$ cat src/rtl/fifo_wr_arbiter.sv
// Round-robin write-port arbiter sharing one sync FIFO among NUM_REQ producers.
// Optional stall watchdog is built when FIFO_ARB_WDOG_EN is defined.
module fifo_wr_arbiter #(
  parameter int NUM_REQ    = 4,
  parameter int DATA_WIDTH = 8,
  parameter int MAX_BURST  = 4,
  parameter int ID_WIDTH   = $clog2(NUM_REQ),
  parameter int TIMEOUT    = 16
) (
  input  logic                          clk,
  input  logic                          rst,
  input  logic                          flush,
  input  logic [NUM_REQ-1:0]            req_valid,
  input  logic [NUM_REQ*DATA_WIDTH-1:0] req_data,
  input  logic [NUM_REQ-1:0]            req_last,
  output logic [NUM_REQ-1:0]            req_ready,
  output logic                          fifo_wen,
  output logic [DATA_WIDTH-1:0]         fifo_wdata,
  output logic                          fifo_clear,
  input  logic                          fifo_full,
  input  logic                          fifo_afull,
  output logic [ID_WIDTH-1:0]           grant_id,
  output logic                          busy,
  output logic                          timeout
);

  localparam int BC_W = $clog2(MAX_BURST + 1);

  if (NUM_REQ < 2 || MAX_BURST < 1 || TIMEOUT < 1 || DATA_WIDTH < 1) begin : g_bad_param
    $error("fifo_wr_arbiter: invalid parameter set");
  end

  typedef enum logic {
    IDLE  = 1'b0,
    BURST = 1'b1
  } state_t;

  state_t                state_q, state_d;
  logic [ID_WIDTH-1:0]   rr_ptr_q, rr_ptr_d;
  logic [ID_WIDTH-1:0]   grant_id_q, grant_id_d;
  logic [BC_W-1:0]       beat_cnt_q, beat_cnt_d;
  logic [ID_WIDTH-1:0]   winner;
  logic                  winner_vld;
  logic [ID_WIDTH-1:0]   rr_next;
  logic                  sel_valid;
  logic                  sel_last;
  logic [DATA_WIDTH-1:0] sel_data;
  logic                  accept;
  logic                  wdog_fire;

  // Scan downward so the lowest offset from rr_ptr is the last (winning) assignment.
  always_comb begin
    winner     = rr_ptr_q;
    winner_vld = 1'b0;
    for (int i = NUM_REQ - 1; i >= 0; i--) begin
      if (req_valid[ID_WIDTH'((int'(rr_ptr_q) + i) % NUM_REQ)]) begin
        winner     = ID_WIDTH'((int'(rr_ptr_q) + i) % NUM_REQ);
        winner_vld = 1'b1;
      end
    end
  end

  always_comb begin
    sel_valid = 1'b0;
    sel_last  = 1'b0;
    sel_data  = '0;
    for (int i = 0; i < NUM_REQ; i++) begin
      if (grant_id_q == ID_WIDTH'(i)) begin
        sel_valid = req_valid[i];
        sel_last  = req_last[i];
        sel_data  = req_data[i*DATA_WIDTH +: DATA_WIDTH];
      end
    end
  end

  assign rr_next = ID_WIDTH'((int'(grant_id_q) + 1) % NUM_REQ);
  assign accept  = (state_q == BURST) && sel_valid && !fifo_full && !flush;

`ifdef FIFO_ARB_WDOG_EN
  localparam int SC_W = $clog2(TIMEOUT) + 1;

  logic [SC_W-1:0] stall_cnt_q, stall_cnt_d;

  assign wdog_fire = (state_q == BURST) && !accept && !flush &&
                     (stall_cnt_q == SC_W'(TIMEOUT - 1));

  always_comb begin
    stall_cnt_d = '0;
    if ((state_q == BURST) && !accept && !flush && !wdog_fire) begin
      stall_cnt_d = SC_W'(stall_cnt_q + 1'b1);
    end
  end

  always_ff @(posedge clk) begin
    if (rst) begin
      stall_cnt_q <= '0;
    end else begin
      stall_cnt_q <= stall_cnt_d;
    end
  end

  assign timeout = wdog_fire;
`else
  assign wdog_fire = 1'b0;
  assign timeout   = 1'b0;
`endif

  always_comb begin
    state_d    = state_q;
    rr_ptr_d   = rr_ptr_q;
    grant_id_d = grant_id_q;
    beat_cnt_d = beat_cnt_q;
    if (flush) begin
      state_d    = IDLE;
      beat_cnt_d = '0;
    end else begin
      case (state_q)
        IDLE: begin
          if (!fifo_afull && winner_vld) begin
            grant_id_d = winner;
            beat_cnt_d = '0;
            state_d    = BURST;
          end
        end
        BURST: begin
          if (accept) begin
            beat_cnt_d = BC_W'(beat_cnt_q + 1'b1);
            if (sel_last || (beat_cnt_q == BC_W'(MAX_BURST - 1))) begin
              state_d    = IDLE;
              rr_ptr_d   = rr_next;
              beat_cnt_d = '0;
            end
          end else if (wdog_fire) begin
            state_d    = IDLE;
            rr_ptr_d   = rr_next;
            beat_cnt_d = '0;
          end
        end
        default: state_d = IDLE;
      endcase
    end
  end

  always_ff @(posedge clk) begin
    if (rst) begin
      state_q    <= IDLE;
      rr_ptr_q   <= '0;
      grant_id_q <= '0;
      beat_cnt_q <= '0;
    end else begin
      state_q    <= state_d;
      rr_ptr_q   <= rr_ptr_d;
      grant_id_q <= grant_id_d;
      beat_cnt_q <= beat_cnt_d;
    end
  end

  always_comb begin
    req_ready = '0;
    if (accept) begin
      req_ready[grant_id_q] = 1'b1;
    end
  end

  // Data path is a pure mux so the beat lands in the FIFO on the accepting edge.
  assign fifo_wen   = accept;
  assign fifo_wdata = (state_q == BURST) ? sel_data : '0;
  assign fifo_clear = flush;
  assign grant_id   = grant_id_q;
  assign busy       = (state_q == BURST);

endmodule

$ cat config.mk
export PLATFORM = sky130hd
export DESIGN_NAME = fifo_wr_arbiter
export DESIGN_NICKNAME = d
export VERILOG_FILES = /design/src/rtl/fifo_wr_arbiter.sv
export SDC_FILE = /design/constraint.sdc
export NUM_CORES = 1
export LEC_CHECK = 0
export CAP_MARGIN = 5
export CORE_AREA = 8 8 64 66
export DETAILED_ROUTE_END_ITERATION = 12
export DIE_AREA = 0 0 72 74
export PLACE_DENSITY = 0.71
export SYNTH_ARGS = -nofsm -noshare
export SYNTH_HDL_FRONTEND = slang
export SYNTH_SLANG_ARGS = --single-unit
$ cat constraint.sdc
create_clock -name clk -period 2.4 [get_ports clk]
set_input_delay 0.48 -clock clk [delete_from_list [all_inputs] [get_ports clk]]
set_output_delay 0.48 -clock clk [all_outputs]
set_load 0.01 [all_outputs]
======== Yosys cells after proc, flatten, opt, wreduce, memory -nomap -nowiden ========
Cells that the tools add are included.
word-level totals
  register bits after elaboration ......... 8
  input bits .............................. 45
  output and inout bits ................... 18
  word-level logic and storage cells ...... 81
cells by class
  add/subtract/negate cells ............... 5
  $lt $le $gt $ge ......................... 6
  eq/ne operators ......................... 6
  muxes and demuxes ....................... 44
  bitwise operators ....................... 2
  reduce and logical (&&, ||, !) cells .... 14
operators by type and width
  cell                                                         number
  2-to-1 mux 8 bit                                             5
  2-to-1 mux 1 bit                                             24
  less-than comparator 2 x 4 -> 1 bit (second input constant)  4
  2-to-1 mux 3 bit                                             3
  binary-select mux 1 bit (select 2 bit)                       4
  2-to-1 mux 2 bit                                             4
  case mux 3 bit (2 select lines)                              1
  logical AND 1 bit                                            5
  adder 2 x 1 -> 2 bit (second input constant)                 2
  adder 2 bit (second input constant)                          2
  == test 2 bit (second input constant)                        2
  2-to-1 mux 4 bit                                             1
  != test 2 bit (second input constant)                        2
  AND reduction 4 bit                                          1
  adder 3 x 1 -> 3 bit (second input constant)                 1
  == test 3 x 2 -> 1 bit (second input constant)               1
  zero test 1 bit                                              3
  less-than comparator 2 x 3 -> 1 bit (second input constant)  1
  AND reduction 3 bit                                          1
  demux 1 bit (select 2 bit)                                   1
  == test 2 x 1 -> 1 bit (second input constant)               1
  >= comparator 2 x 1 -> 1 bit (second input constant)         1
  zero test 2 bit                                              1
  inverter 1 bit                                               2
  4 further kinds                                              4

======== Depth between registers and ports, before layout ========
Gate-level depths: netlist (run 1).
  depth in word-level cells ............... 11
  gate-level depth with buffers ........... 7
  mapped depth without buffers ............ 6

======== Least setup slack after synthesis (run 1) ========
No wires, ideal clock.
  path kind ............................... register to output
  start point ............................. register grant_id_q[1], in the netlist grant_id[1]
  end point ............................... output port fifo_wdata[6]
  data arrival time ....................... 1.713 ns
  required time ........................... 1.920 ns
  setup slack ............................. 0.207 ns
  stages on the path, launching flop included .. 8
  buffers on the path ..................... 1
  cells stage by stage .................... dfxtp_1 -> inv_1 -> ha_1 -> nor2b_1 -> clkbuf_1 -> a221oi_1 -> a211o_1 -> a21boi_0
between the ends
  cells in the longest elaborated chain, start to end .. 6
  elaborated cells between the ends (all ways) .. 9
  classes of those cells .................. eq/ne (3); mux (5); reduce/logical (1)
RTL lines
  item                            line  RTL
  start: declaration              40    logic [ID_WIDTH-1:0] grant_id_q, grant_id_d;
  start signal: assignment        153   grant_id_q <= grant_id_d;
  zero test 2 bit                 68    if (grant_id_q == ID_WIDTH'(i)) begin
  2-to-1 mux 8 bit (3 in series)  68
  2-to-1 mux 8 bit *              68
  2-to-1 mux 8 bit *              167   assign fifo_wdata = (state_q == BURST) ? sel_data : '0;
  end: declaration                18    output logic [DATA_WIDTH-1:0] fifo_wdata,
Every way passes the cells marked *; elsewhere a longest branch is shown, timed or not.

======== Worst setup path after layout (run 1) ========
  start point ............................. register grant_id_q[0], in the netlist grant_id[0]
  end point ............................... output port req_ready[1]
between the ends
  cells in the longest elaborated chain, start to end .. 9
  elaborated cells between the ends (all ways) .. 17
  classes of those cells .................. order compare (2); eq/ne (3); mux (7); reduce/logical (5)
RTL lines
  item                             line  RTL
  zero test 2 bit                  68
  2-to-1 mux 1 bit (4 in series)   68
  logical AND 1 bit (3 in series)  77    assign accept = (state_q == BURST) && sel_valid && !fifo_full && !flush;
  2-to-1 mux 4 bit *               160   if (accept) begin
  end: declaration                 16    output logic [NUM_REQ-1:0] req_ready,
Marks and branches as above.

==> reports/qor_table.md, run 1 <==
| Step | Quantity | Reported |
|---|---|---|
| timing | Final setup skew | 0.0003035 ns |
| timing | Final setup violation count | 2 |
| clock tree | Count of hold-fix buffers inserted at cts | 0 |
| hold path | Class of the tightest hold or removal check | reg -> reg |
| power | Static leakage power | 0.7767 nW |
| run status | Failing checks | negative setup slack |
| timing | Post-layout minimum cycle time | 2.433 ns |
| routing | Final ANT Viol Nets | 0 |
| critical path | Critical path start-end classification | reg -> out |
| power | Cell-internal power | 339.6 uW |
| finish | Count of filler cells inserted in the layout | 305 |
| run status | Status | finished, violations left |
| run | Max-capacitance violation count | 0 |
| die | Ports placed on the boundary | 63 |
| power | Combinational cell fraction of total power | 0.499 |
| die | Die area | 0.005328 mm^2 |
| placed design | Placed cell areas | 0.001724 mm^2 |
| routing | Average detailed-routed wire length per instance | 14.55 um |
| clock tree | Max clock buf depth | 2 |
| clock tree | CTS root buffer | sky130_fd_sc_hd__clkbuf_4 |
| logic synthesis | Post-synth cell types | 40 |
| clock tree | Clk sinks | 8 |
| logic synthesis | Avg Inst Size Synth | 7.596 um^2 |
| grt | Remaining Overflow, GRT | 0 |
| die | Height of the die | 74 um |
| finish | Syn-to-layout area delta | 89.36% |
| critical path | Longest individual stage delay on the worst path | 0.37 ns |
| clock tree | Clock tree from TritonCTS | yes |
| routing | Number of detailed-route iterations in the first pass | 4 |
| clock tree | Maximum level of the CTS H-tree | 1 |
| critical path | CP Cell Sequence | inv_4 > ha_4 > buf_6 > nand3b_1 > a2111oi_4 > or2_4 > buf_6 > buf_6 > and2_1 > buf_2 |
| die | Standard-cell rows | 21 |
| timing | Post-route clock period utilization | 1.014 |
| finish | Share of final-layout standard cells stronger than drive strength 1 | 0.3043 |
| power | Total power | 484.7 uW |
| timing | Post-route setup slack | -0.03280 ns |
| power | Fraction of power consumed by the clock network | 0.216 |
| critical path | Worst Setup End Kind | output pin |
| die | Initial core utilization | 0.3034 |
| placed design | Routability cong. | 0.7646 |
| grt | Initial antenna violation count | 0 |
| clock tree | Clock buffer count from CTS | 3 |
| logic synthesis | Post-synth EDFFs | 0 |
| clock tree | Insertion delay to the later sink of the worst-skew pair | 0.25 ns |
| logic synthesis | Most common cell in the netlist | sky130_fd_sc_hd__inv_1 |
| logic synthesis | Async set-or-reset flop fraction in the synthesized netlist | 0 |
| grt | Maximum number of pins on one net before global-route repair | 18 |
| logic synthesis | Post-Synthesis Cell Area | 964.7 um^2 |
| logic synthesis | Synth top cells by count | sky130_fd_sc_hd__inv_1, sky130_fd_sc_hd__nand2_1, sky130_fd_sc_hd__a211o_1, sky130_fd_sc_hd__a221oi_1, sky130_fd_sc_hd__dfxtp_1 |
| die | Std-Cell Core Area | 0.003179 mm^2 |
| logic synthesis | Count of yosys warnings during synthesis | 0 |
| critical path | Bufs and invs on worst path | 5 |
| logic synthesis | Ranking of synthesized cells by area | sky130_fd_sc_hd__dfxtp_1, sky130_fd_sc_hd__ha_1, sky130_fd_sc_hd__a211o_1 |
| routing | Residual DRC count | 0 |
| placed design | Total of buffers placed on input and output ports | 61 |
| power | VDD IR max | 0.0002418 V |
| power | Fraction of power consumed by sequential logic | 0.285 |
| critical path | Cell occurring most often along the worst timing path | sky130_fd_sc_hd__buf_6 |
| finish | Final nets | 260 |
| finish | Antenna cell count | 0 |
| logic synthesis | Post-Syn Nets | 178 |
| finish | Utilization after layout | 0.5746 |
| critical path | Highest fanout seen on the critical path | 3 |
| routing | Vias after detailed routing | 1245 |
| logic synthesis | Most used flip-flop cell after synthesis | sky130_fd_sc_hd__dfxtp_1 |
| timing | Number of hold-slack violations in the final timing report | 0 |
| finish | Final Instance Area | 0.001827 mm^2 |
| power | Power Density | 265.3 mW/mm^2 |
| power | Switching Fraction | 0.2993 |
| logic synthesis | FF+latch count, synth | 8 |
| clock tree | CTS clock-pin slew for the worst setup and hold paths | 0.05 ns |
| critical path | Cell family with most CP delay | buffers and inverters |
| routing | Vias per cell | 4.921 |
| timing | Max frequency | 411.0 MHz |
| grt | GRT Total Usage | 0.1306 |
| logic synthesis | Proportion of netlist area held by the largest area contributor | 0.1660 |
| timing | Unrepaired setup endpoints after global routing | yes |
| die | Die boundary width | 72 um |
| logic synthesis | Cell accounting for the most synthesized area | sky130_fd_sc_hd__dfxtp_1 |
| logic synthesis | Post-Synthesis Cells | 127 |
| routing | Number of design-rule violations left by the first detailed-router iteration | 40 |
| power | Switching power | 145.1 uW |
| critical path | Required time reported for the critical path endpoint | 1.92 ns |
| grt | Global-route wire length before repair | 5.658 mm |
| placed design | DP HPWL | 3.018 mm |
| timing | Number of slew-limit violations in the final report | 0 |
| critical path | Critical path arrival | 1.95 ns |
| critical path | Startpoint class of the critical path | flip-flop |
| critical path | Slowest library cell on the worst path | sky130_fd_sc_hd__dfxtp_4 |
| logic synthesis | Sequential area share after synthesis | 0.1660 |
| routing | Final WL | 3.681 mm |
| grt | Number of global-route vias before repair | 1253 |
logic make-up (layout without fill, tap and decap cells):
| group | count (synthesis) | after routing | synth area share |
|---|---|---|---|
| and+or+nand+nor | 39 | 39 | 0.2140 |
| adders and majority gates | 6 | 6 | 0.07782 |
| DFF | 8 | 8 | 0.1660 |
| muxes | 2 | 2 | 0.02205 |
| other | 1 | 1 | 0.003887 |
| AOI/OAI and AO/OA | 47 | 47 | 0.3930 |
| buffers and inverters | 24 | 104 | 0.1232 |
cell usage in the layout (no fill, tap or decap), types with 7 or more instances in the layout:
| cell | n |
|---|---|
| sky130_fd_sc_hd__a211o_1 | 8 |
| sky130_fd_sc_hd__clkdlybuf4s50_1 | 43 |
| sky130_fd_sc_hd__buf_2 | 8 |
| sky130_fd_sc_hd__buf_4 | 22 |
| sky130_fd_sc_hd__nor2_1 | 7 |
| sky130_fd_sc_hd__inv_1 | 12 |
| sky130_fd_sc_hd__nand2_1 | 11 |
power by group through the flow:
stage | Combinational (mW) | Clock [mW] | Sequential (mW)
after floorplan | 0.0941 | 0 | 0.143
after global placement | 0.227 | 0 | 0.140
after detailed placement | 0.232 | 0 | 0.140
after CTS | 0.239 | 0.108 | 0.138
after global routing | 0.263 | 0.117 | 0.138
final | 0.242 | 0.105 | 0.138
per-layer routing:
layer,track usage,wire (um),vias up
li1,-,-,624
met1,0.1256,1424,580
met3,0.03908,197,2
met4,0.02721,6,0
met5,0,0,-
met2,0.2652,2052,39
flip-flops by register name, indices dropped and copies added (netlist names):
signal	cells
beat_cnt_q	3
busy	1
rr_ptr_q	2
grant_id	2
worst register-to-register path: stages (launching register included):
cell	delay, ns
sky130_fd_sc_hd__dfxtp_4	0.37
sky130_fd_sc_hd__inv_4	0.08
sky130_fd_sc_hd__ha_4	0.14
sky130_fd_sc_hd__buf_6	0.09
sky130_fd_sc_hd__nand3b_1	0.11
sky130_fd_sc_hd__a2111oi_4	0.33
sky130_fd_sc_hd__buf_4	0.16
sky130_fd_sc_hd__buf_4	0.09
sky130_fd_sc_hd__buf_4	0.10
sky130_fd_sc_hd__a2bb2oi_2	0.17
sky130_fd_sc_hd__mux2_1	0.34
layout make-up:
class                   count  area, um^2  area share
repair buffers             87       765.7      0.4192
inverters                  14       55.05     0.03014
well taps                  46       57.56     0.03151
clock buffers               3       22.52     0.01233
multi-input cells          95       760.7      0.4164
flip-flops and latches      8       165.2     0.09041
worst paths after layout:
kind | start | endpoint | slack (ns) | depth (start not counted)
max reg2reg | grant_id[0] | rr_ptr_q[0] | 0.32 | 10
min reg2reg | beat_cnt_q[2] | beat_cnt_q[2] | 0.48 | 2
min | beat_cnt_q[2] | beat_cnt_q[2] | 0.48 | 2
max | grant_id[0] | req_ready[1] | -0.03 | 10
what timing repair did:
| item | in CTS | in global routing |
|---|---|---|
| endpoints found under the setup margin | 13 | 11 |
| pin swaps | 7 | 0 |
| buffers inserted | 4 | 1 |
| resized for setup | 72 | 13 |
metrics by stage:
step / hold slack (ns) / setup TNS, ns / std cells / setup slack [ns]
6_report: 0.4846 / -0.05695 / 253 / -0.03280
2_1_floorplan: 0.4617 / 0 / 127 / 0.2072
3_5_place_dp: 0.4840 / -3.694 / 245 / -0.6380
5_1_grt: 0.5469 / -0.3275 / 253 / -0.1375
3_3_place_gp: 0.4742 / -3.463 / 245 / -0.6004
4_1_cts: 0.4914 / -0.03654 / 252 / -0.02153
Power figures use the tool's default switching activity.
==> run 2: changes to the inputs <==
--- a/config.mk
+++ b/config.mk
@@ -6,10 +6,12 @@
 export NUM_CORES = 1
 export LEC_CHECK = 0
 export CAP_MARGIN = 5
-export CORE_AREA = 8 8 64 66
+export CELL_PAD_IN_SITES_DETAIL_PLACEMENT = 1
+export CELL_PAD_IN_SITES_GLOBAL_PLACEMENT = 1
+export CORE_AREA = 8 8 73 75
 export DETAILED_ROUTE_END_ITERATION = 12
-export DIE_AREA = 0 0 72 74
-export PLACE_DENSITY = 0.71
+export DIE_AREA = 0 0 81 83
+export PLACE_DENSITY_LB_ADDON = 0.1
 export SYNTH_ARGS = -nofsm -noshare
 export SYNTH_HDL_FRONTEND = slang
 export SYNTH_SLANG_ARGS = --single-unit
==> reports/qor_table.md, run 2 (same netlist as run 1, synthesis figures left out) <==
| Step | Quantity | Reported |
|---|---|---|
| clock tree | Maximum level of the CTS H-tree | 1 |
| placed design | DP HPWL | 3.638 mm |
| placed design | Total of buffers placed on input and output ports | 61 |
| finish | Share of final-layout standard cells stronger than drive strength 1 | 0.2921 |
| grt | Remaining Overflow, GRT | 0 |
| critical path | Critical path arrival | 1.83 ns |
| finish | Count of filler cells inserted in the layout | 513 |
| die | Die boundary width | 81 um |
| critical path | Bufs and invs on worst path | 4 |
| routing | Average detailed-routed wire length per instance | 17.93 um |
| routing | Number of detailed-route iterations in the first pass | 4 |
| timing | Post-route clock period utilization | 0.9605 |
| clock tree | Clock buffer count from CTS | 3 |
| critical path | CP Cell Sequence | buf_4 > ha_2 > buf_4 > nand2_1 > nor2_1 > or2_4 > buf_6 > and2_4 > buf_6 |
| timing | Final setup violation count | 0 |
| run | Max-capacitance violation count | 0 |
| routing | Vias after detailed routing | 1230 |
| finish | Most common cell after layout, fill and taps aside | sky130_fd_sc_hd__clkdlybuf4s50_1 |
| die | Ports placed on the boundary | 63 |
| die | Height of the die | 83 um |
| finish | Final nets | 255 |
| power | Total power | 545.1 uW |
| routing | Vias per cell | 4.843 |
| routing | Final WL | 4.555 mm |
| grt | Initial antenna violation count | 0 |
| clock tree | Max clock buf depth | 2 |
| timing | Actual transition at the worst max-transition pin | 0.5931 ns |
| hold path | Class of the tightest hold or removal check | reg -> reg |
| critical path | Startpoint class of the critical path | flip-flop |
| routing | Number of design-rule violations left by the first detailed-router iteration | 57 |
| die | Standard-cell rows | 24 |
| power | VDD IR max | 0.0002245 V |
| run status | Status | finished clean |
| timing | Rel. slew slack | 0.6010 |
| critical path | Slowest library cell on the worst path | sky130_fd_sc_hd__dfxtp_2 |
| critical path | Cell family with most CP delay | buffers and inverters |
| critical path | Highest fanout seen on the critical path | 4 |
| die | Initial core utilization | 0.2295 |
| clock tree | Clk sinks | 8 |
| grt | GRT Total Usage | 0.1314 |
| clock tree | Insertion delay to the later sink of the worst-skew pair | 0.23 ns |
| finish | Most used cells in the layout excluding fill and tap cells | sky130_fd_sc_hd__clkdlybuf4s50_1, sky130_fd_sc_hd__buf_4, sky130_fd_sc_hd__inv_1 |
| clock tree | CTS clock-pin slew for the worst setup and hold paths | 0.04 ns |
| timing | Post-route setup slack | 0.09482 ns |
| power | Power Density | 303.8 mW/mm^2 |
| finish | Antenna cell count | 0 |
| critical path | Longest individual stage delay on the worst path | 0.34 ns |
| timing | Final setup skew | 0.002383 ns |
| timing | Total negative slack | 0 ns |
| die | Std-Cell Core Area | 0.004204 mm^2 |
| routing | Residual DRC count | 0 |
| grt | Maximum number of pins on one net before global-route repair | 18 |
| placed design | Place WS | -0.6446 ns |
| routing | Final ANT Viol Nets | 0 |
| timing | Number of hold-slack violations in the final timing report | 0 |
| timing | Number of slew-limit violations in the final report | 0 |
| die | Die area | 0.006723 mm^2 |
| critical path | Required time reported for the critical path endpoint | 1.92 ns |
| critical path | Critical path start-end classification | reg -> out |
| power | Static leakage power | 0.7532 nW |
| clock tree | CTS root buffer | sky130_fd_sc_hd__clkbuf_8 |
| grt | Number of global-route vias before repair | 1325 |
| finish | Largest register FFs | 3 |
| finish | Syn-to-layout area delta | 85.99% |
| clock tree | Clock tree from TritonCTS | yes |
| critical path | Worst Setup End Kind | output pin |
| finish | Area of the multi-input gates | 759.5 um^2 |
| placed design | Routability cong. | 0.7718 |
| timing | Post-layout minimum cycle time | 2.305 ns |
| timing | Max frequency | 433.8 MHz |
| grt | Global-route wire length before repair | 7.038 mm |
| finish | Top reg by flops | beat_cnt_q |
| clock tree | Count of hold-fix buffers inserted at cts | 0 |
| finish | Combined flip-flop and latch cell area | 162.7 um^2 |
==> run 2: cell types whose count changed in the layout (fill, tap and decap cells not counted), moves of 2 or more <==
cell	delta
sky130_fd_sc_hd__buf_4	-3
sky130_fd_sc_hd__clkbuf_8	+3
sky130_fd_sc_hd__a21boi_1	+2
sky130_fd_sc_hd__a21boi_2	-2
sky130_fd_sc_hd__clkbuf_4	-3
sky130_fd_sc_hd__dlygate4sd2_1	-2
sky130_fd_sc_hd__buf_6	-2
sky130_fd_sc_hd__clkbuf_2	+3
==> run 2: what timing repair did <==
action | CTS | global route
setup endpoints to repair | 13 | 12
resized for setup | 47 | 37
setup buffers | 2 | 1
pin swaps | 3 | 4
==> run 2: worst reg2reg max path, cell delays in order, from the launching register on <==
cell and delay [ns]:
sky130_fd_sc_hd__dfxtp_2 0.32, sky130_fd_sc_hd__inv_2 0.06, sky130_fd_sc_hd__ha_4 0.17, sky130_fd_sc_hd__nand3b_1 0.19
sky130_fd_sc_hd__a2111oi_4 0.34, sky130_fd_sc_hd__buf_4 0.17, sky130_fd_sc_hd__buf_4 0.10, sky130_fd_sc_hd__buf_4 0.10
sky130_fd_sc_hd__a2bb2oi_2 0.16, sky130_fd_sc_hd__mux2_1 0.32
==> run 2: layout make-up <==
class | count | area share
multi-input cells | 95 | 0.4233
repair buffers | 82 | 0.3975
flip-flops and latches | 8 | 0.09066
well taps | 52 | 0.03626
inverters | 14 | 0.02929
clock buffers | 3 | 0.02301
==> run 2: final timing paths <==
path | from | end | slack (ns) | cells after the start
worst max-delay path | grant_id[0] | req_ready[2] | 0.09 | 9
worst max register to register | grant_id[1] | rr_ptr_q[0] | 0.36 | 9
worst min-delay path | beat_cnt_q[2] | beat_cnt_q[2] | 0.51 | 2
worst min register to register | beat_cnt_q[2] | beat_cnt_q[2] | 0.51 | 2
==> run 2: per-stage QoR <==
stage / area, um^2 / std cells / util / hold slack (ns)
finish: 1794 / 254 / 0.4268 / 0.5104
global route: 1794 / 254 / 0.4268 / 0.5343
global placement: 1709 / 248 / 0.4065 / 0.4723
detailed placement: 1709 / 248 / 0.4065 / 0.5050
floorplan: 964.7 / 127 / - / 0.4617
CTS: 1767 / 253 / 0.4202 / 0.5109
==> run 2: routing by layer <==
layer,track usage,part of all wire,up-vias
li1,-,-,613
met1,0.1503,0.40,579
met2,0.2343,0.53,36
met3,0.03448,0.065,2
met4,0.02439,0.0020,0
met5,0,0,-
==> run 2: power by group <==
group | internal, mW | switching [mW] | total [mW] | leakage, nW
combinational | 0.142 | 0.101 | 0.243 | 0.666
sequential | 0.137 | 0.00232 | 0.139 | 0.0657
clock | 0.109 | 0.0542 | 0.163 | 0.0216
total | 0.388 | 0.157 | 0.545 | 0.753
==> run 3: changes to the inputs <==
--- a/config.mk
+++ b/config.mk
@@ -8,9 +8,10 @@
 export CAP_MARGIN = 5
 export CELL_PAD_IN_SITES_DETAIL_PLACEMENT = 1
 export CELL_PAD_IN_SITES_GLOBAL_PLACEMENT = 1
-export CORE_AREA = 8 8 73 75
+export CORE_AREA = 8 8 64 66
 export DETAILED_ROUTE_END_ITERATION = 12
-export DIE_AREA = 0 0 81 83
+export DIE_AREA = 0 0 72 74
+export DONT_BUFFER_PORTS = 1
 export PLACE_DENSITY_LB_ADDON = 0.1
 export SYNTH_ARGS = -nofsm -noshare
 export SYNTH_HDL_FRONTEND = slang
==> reports/qor_table.md, run 3 (same netlist as run 1, synthesis figures left out) <==
| Step | Quantity | Reported |
|---|---|---|
| timing | Post-route clock period utilization | 0.9457 |
| power | Power Density | 321.5 mW/mm^2 |
| die | Initial core utilization | 0.3034 |
| finish | Final nets | 192 |
| run status | Status | finished clean |
| critical path | Highest fanout seen on the critical path | 14 |
| hold path | Worst Hold End | grant_id[0] |
| placed design | Place WS | 0.06324 ns |
| die | Std-Cell Core Area | 0.003179 mm^2 |
| clock tree | CTS root buffer | sky130_fd_sc_hd__clkbuf_4 |
| timing | Final setup violation count | 0 |
| clock tree | Count of hold-fix buffers inserted at cts | 0 |
| finish | Final Instance Area | 0.001182 mm^2 |
| routing | Number of design-rule violations left by the first detailed-router iteration | 19 |
| routing | Average detailed-routed wire length per instance | 17.56 um |
| placed design | Routability cong. | 0.7589 |
| clock tree | Clock tree from TritonCTS | yes |
| timing | Post-layout minimum cycle time | 2.270 ns |
| die | Die area | 0.005328 mm^2 |
| die | Ports placed on the boundary | 63 |
| routing | Final ANT Viol Nets | 0 |
| clock tree | CTS clock-pin slew for the worst setup and hold paths | 0.05 ns |
| critical path | Critical path start-end classification | reg -> out |
| hold path | Class of the tightest hold or removal check | in -> reg |
| grt | Global-route wire length before repair | 5.161 mm |
| grt | Initial antenna violation count | 0 |
| finish | Share of final-layout standard cells stronger than drive strength 1 | 0.2878 |
| routing | Vias per cell | 5.395 |
| routing | Number of detailed-route iterations in the first pass | 4 |
| critical path | Required time reported for the critical path endpoint | 1.92 ns |
| placed design | Total of buffers placed on input and output ports | 0 |
| timing | Number of hold-slack violations in the final timing report | 0 |
| die | Die boundary width | 72 um |
| finish | Largest register FFs | 3 |
| finish | Utilization after layout | 0.3719 |
| finish | Top reg by flops | beat_cnt_q |
| grt | GRT Total Usage | 0.1185 |
| timing | Number of slew-limit violations in the final report | 0 |
| timing | Final setup skew | 0.003282 ns |
| critical path | Worst R2R Start | grant_id[0] |
| grt | Remaining Overflow, GRT | 0 |
| clock tree | Maximum level of the CTS H-tree | 1 |
| finish | Syn-to-layout area delta | 22.57% |
| critical path | Startpoint class of the critical path | flip-flop |
| timing | Max frequency | 440.6 MHz |
| hold path | Cell depth of the worst hold path | 1 |
| finish | Antenna cell count | 0 |
| routing | Final WL | 3.248 mm |
| timing | Post-route setup slack | 0.1304 ns |
| die | Standard-cell rows | 21 |
| grt | Number of global-route vias before repair | 1063 |
| clock tree | Clock buffer count from CTS | 3 |
| power | Total power | 380.1 uW |
| finish | Count of filler cells inserted in the layout | 397 |
| critical path | Cell count of the worst reg-to-reg path | 8 |
| timing | Rel. slew slack | 0.6022 |
| hold path | Worst hold path startpoint | rst |
| critical path | Worst Setup End Kind | output pin |
| timing | Actual transition at the worst max-transition pin | 0.5912 ns |
| die | Height of the die | 74 um |
| power | Static leakage power | 0.4823 nW |
| placed design | Placed cell areas | 0.001076 mm^2 |
| run | Max-capacitance violation count | 0 |
| routing | Vias after detailed routing | 998 |
| finish | Most used cells in the layout excluding fill and tap cells | sky130_fd_sc_hd__buf_4, sky130_fd_sc_hd__inv_1, sky130_fd_sc_hd__nand2_1 |
| power | VDD IR max | 0.0002029 V |
| critical path | Register-to-register setup slack | 0.30 ns |
| clock tree | Insertion delay to the later sink of the worst-skew pair | 0.25 ns |
| finish | Most common cell after layout, fill and taps aside | sky130_fd_sc_hd__buf_4 |
| placed design | DP HPWL | 2.797 mm |
| finish | Final cell count without fillers | 185 |
| critical path | Capture instance of the worst register-to-register path | rr_ptr_q[0] |
| critical path | Critical path arrival | 1.79 ns |
| placed design | Cell count after placement | 179 |
| clock tree | Max clock buf depth | 2 |
| routing | Residual DRC count | 0 |
| clock tree | Clk sinks | 8 |
| grt | Maximum number of pins on one net before global-route repair | 15 |
[run 3: changes by cell type in the layout (fill, tap and decap cells not counted), moves of 4 or more]
cell | previous run | this run
sky130_fd_sc_hd__clkdlybuf4s50_1 | 43 | 0
sky130_fd_sc_hd__buf_2 | 7 | 0
sky130_fd_sc_hd__clkbuf_2 | 5 | 0
sky130_fd_sc_hd__dlygate4sd2_1 | 4 | 0
[run 3: per-stage QoR]
stage,TNS (ns),hold slack [ns]
after floorplan,0,0.4617
after global placement,0,0.4732
after detailed placement,0,0.4841
after CTS,0,0.2803
after global routing,-0.001382,0.2715
final,0,0.2923
[run 3: worst max-delay path by stage]
stage | start | to | slack, ns | depth (start not counted)
6_report | grant_id[0] | fifo_wdata[7] | 0.13 | 7
5_1_grt | grant_id[0] | fifo_wdata[7] | -0.001 | 7
4_1_cts | grant_id[1] | fifo_wdata[4] | 0.02 | 8
3_5_place_dp | grant_id[1] | req_ready[0] | 0.06 | 6
3_3_place_gp | flush | req_ready[0] | 0.17 | 4
2_1_floorplan | grant_id[1] | fifo_wdata[6] | 0.21 | 7
[run 3: metal layers]
layer  part of all wire  vias up  track usage
li1                   -      485            -
met3              0.095        2      0.04178
met1               0.38      475       0.1218
met5                  0        -            0
met4             0.0037        0      0.03401
met2               0.52       36       0.2217
[run 3: area by class of cell]
type / instances / area (um^2) / share of cell area
Timing Repair Buffer: 19 / 146.4 / 0.1238
Tap cell: 46 / 57.56 / 0.04868
Clock buffer: 3 / 22.52 / 0.01905
Inverter: 14 / 52.55 / 0.04444
Multi-Input combinational cell: 95 / 738.2 / 0.6243
Sequential cell: 8 / 165.2 / 0.1397
[run 3: repair_timing]
action	CTS	global route
pin swaps	2	2
resized for setup	7	13
setup endpoints to repair	11	11
setup buffers	2	1
[run 3: power by group]
group	internal [mW]	leakage, nW	switching [mW]	total (mW)
Clock	0.0571	0.0138	0.0444	0.102
Combinational	0.0726	0.403	0.0671	0.140
Sequential	0.136	0.0660	0.00305	0.139
Total	0.266	0.482	0.115	0.380
[run 3: critical path: stages, from the launching register on]
cell	delay [ns]
sky130_fd_sc_hd__dfxtp_2	0.34
sky130_fd_sc_hd__inv_1	0.12
sky130_fd_sc_hd__ha_1	0.23
sky130_fd_sc_hd__buf_4	0.21
sky130_fd_sc_hd__a221oi_1	0.07
sky130_fd_sc_hd__a211o_1	0.29
sky130_fd_sc_hd__a21boi_2	0.14
sky130_fd_sc_hd__buf_4	0.13
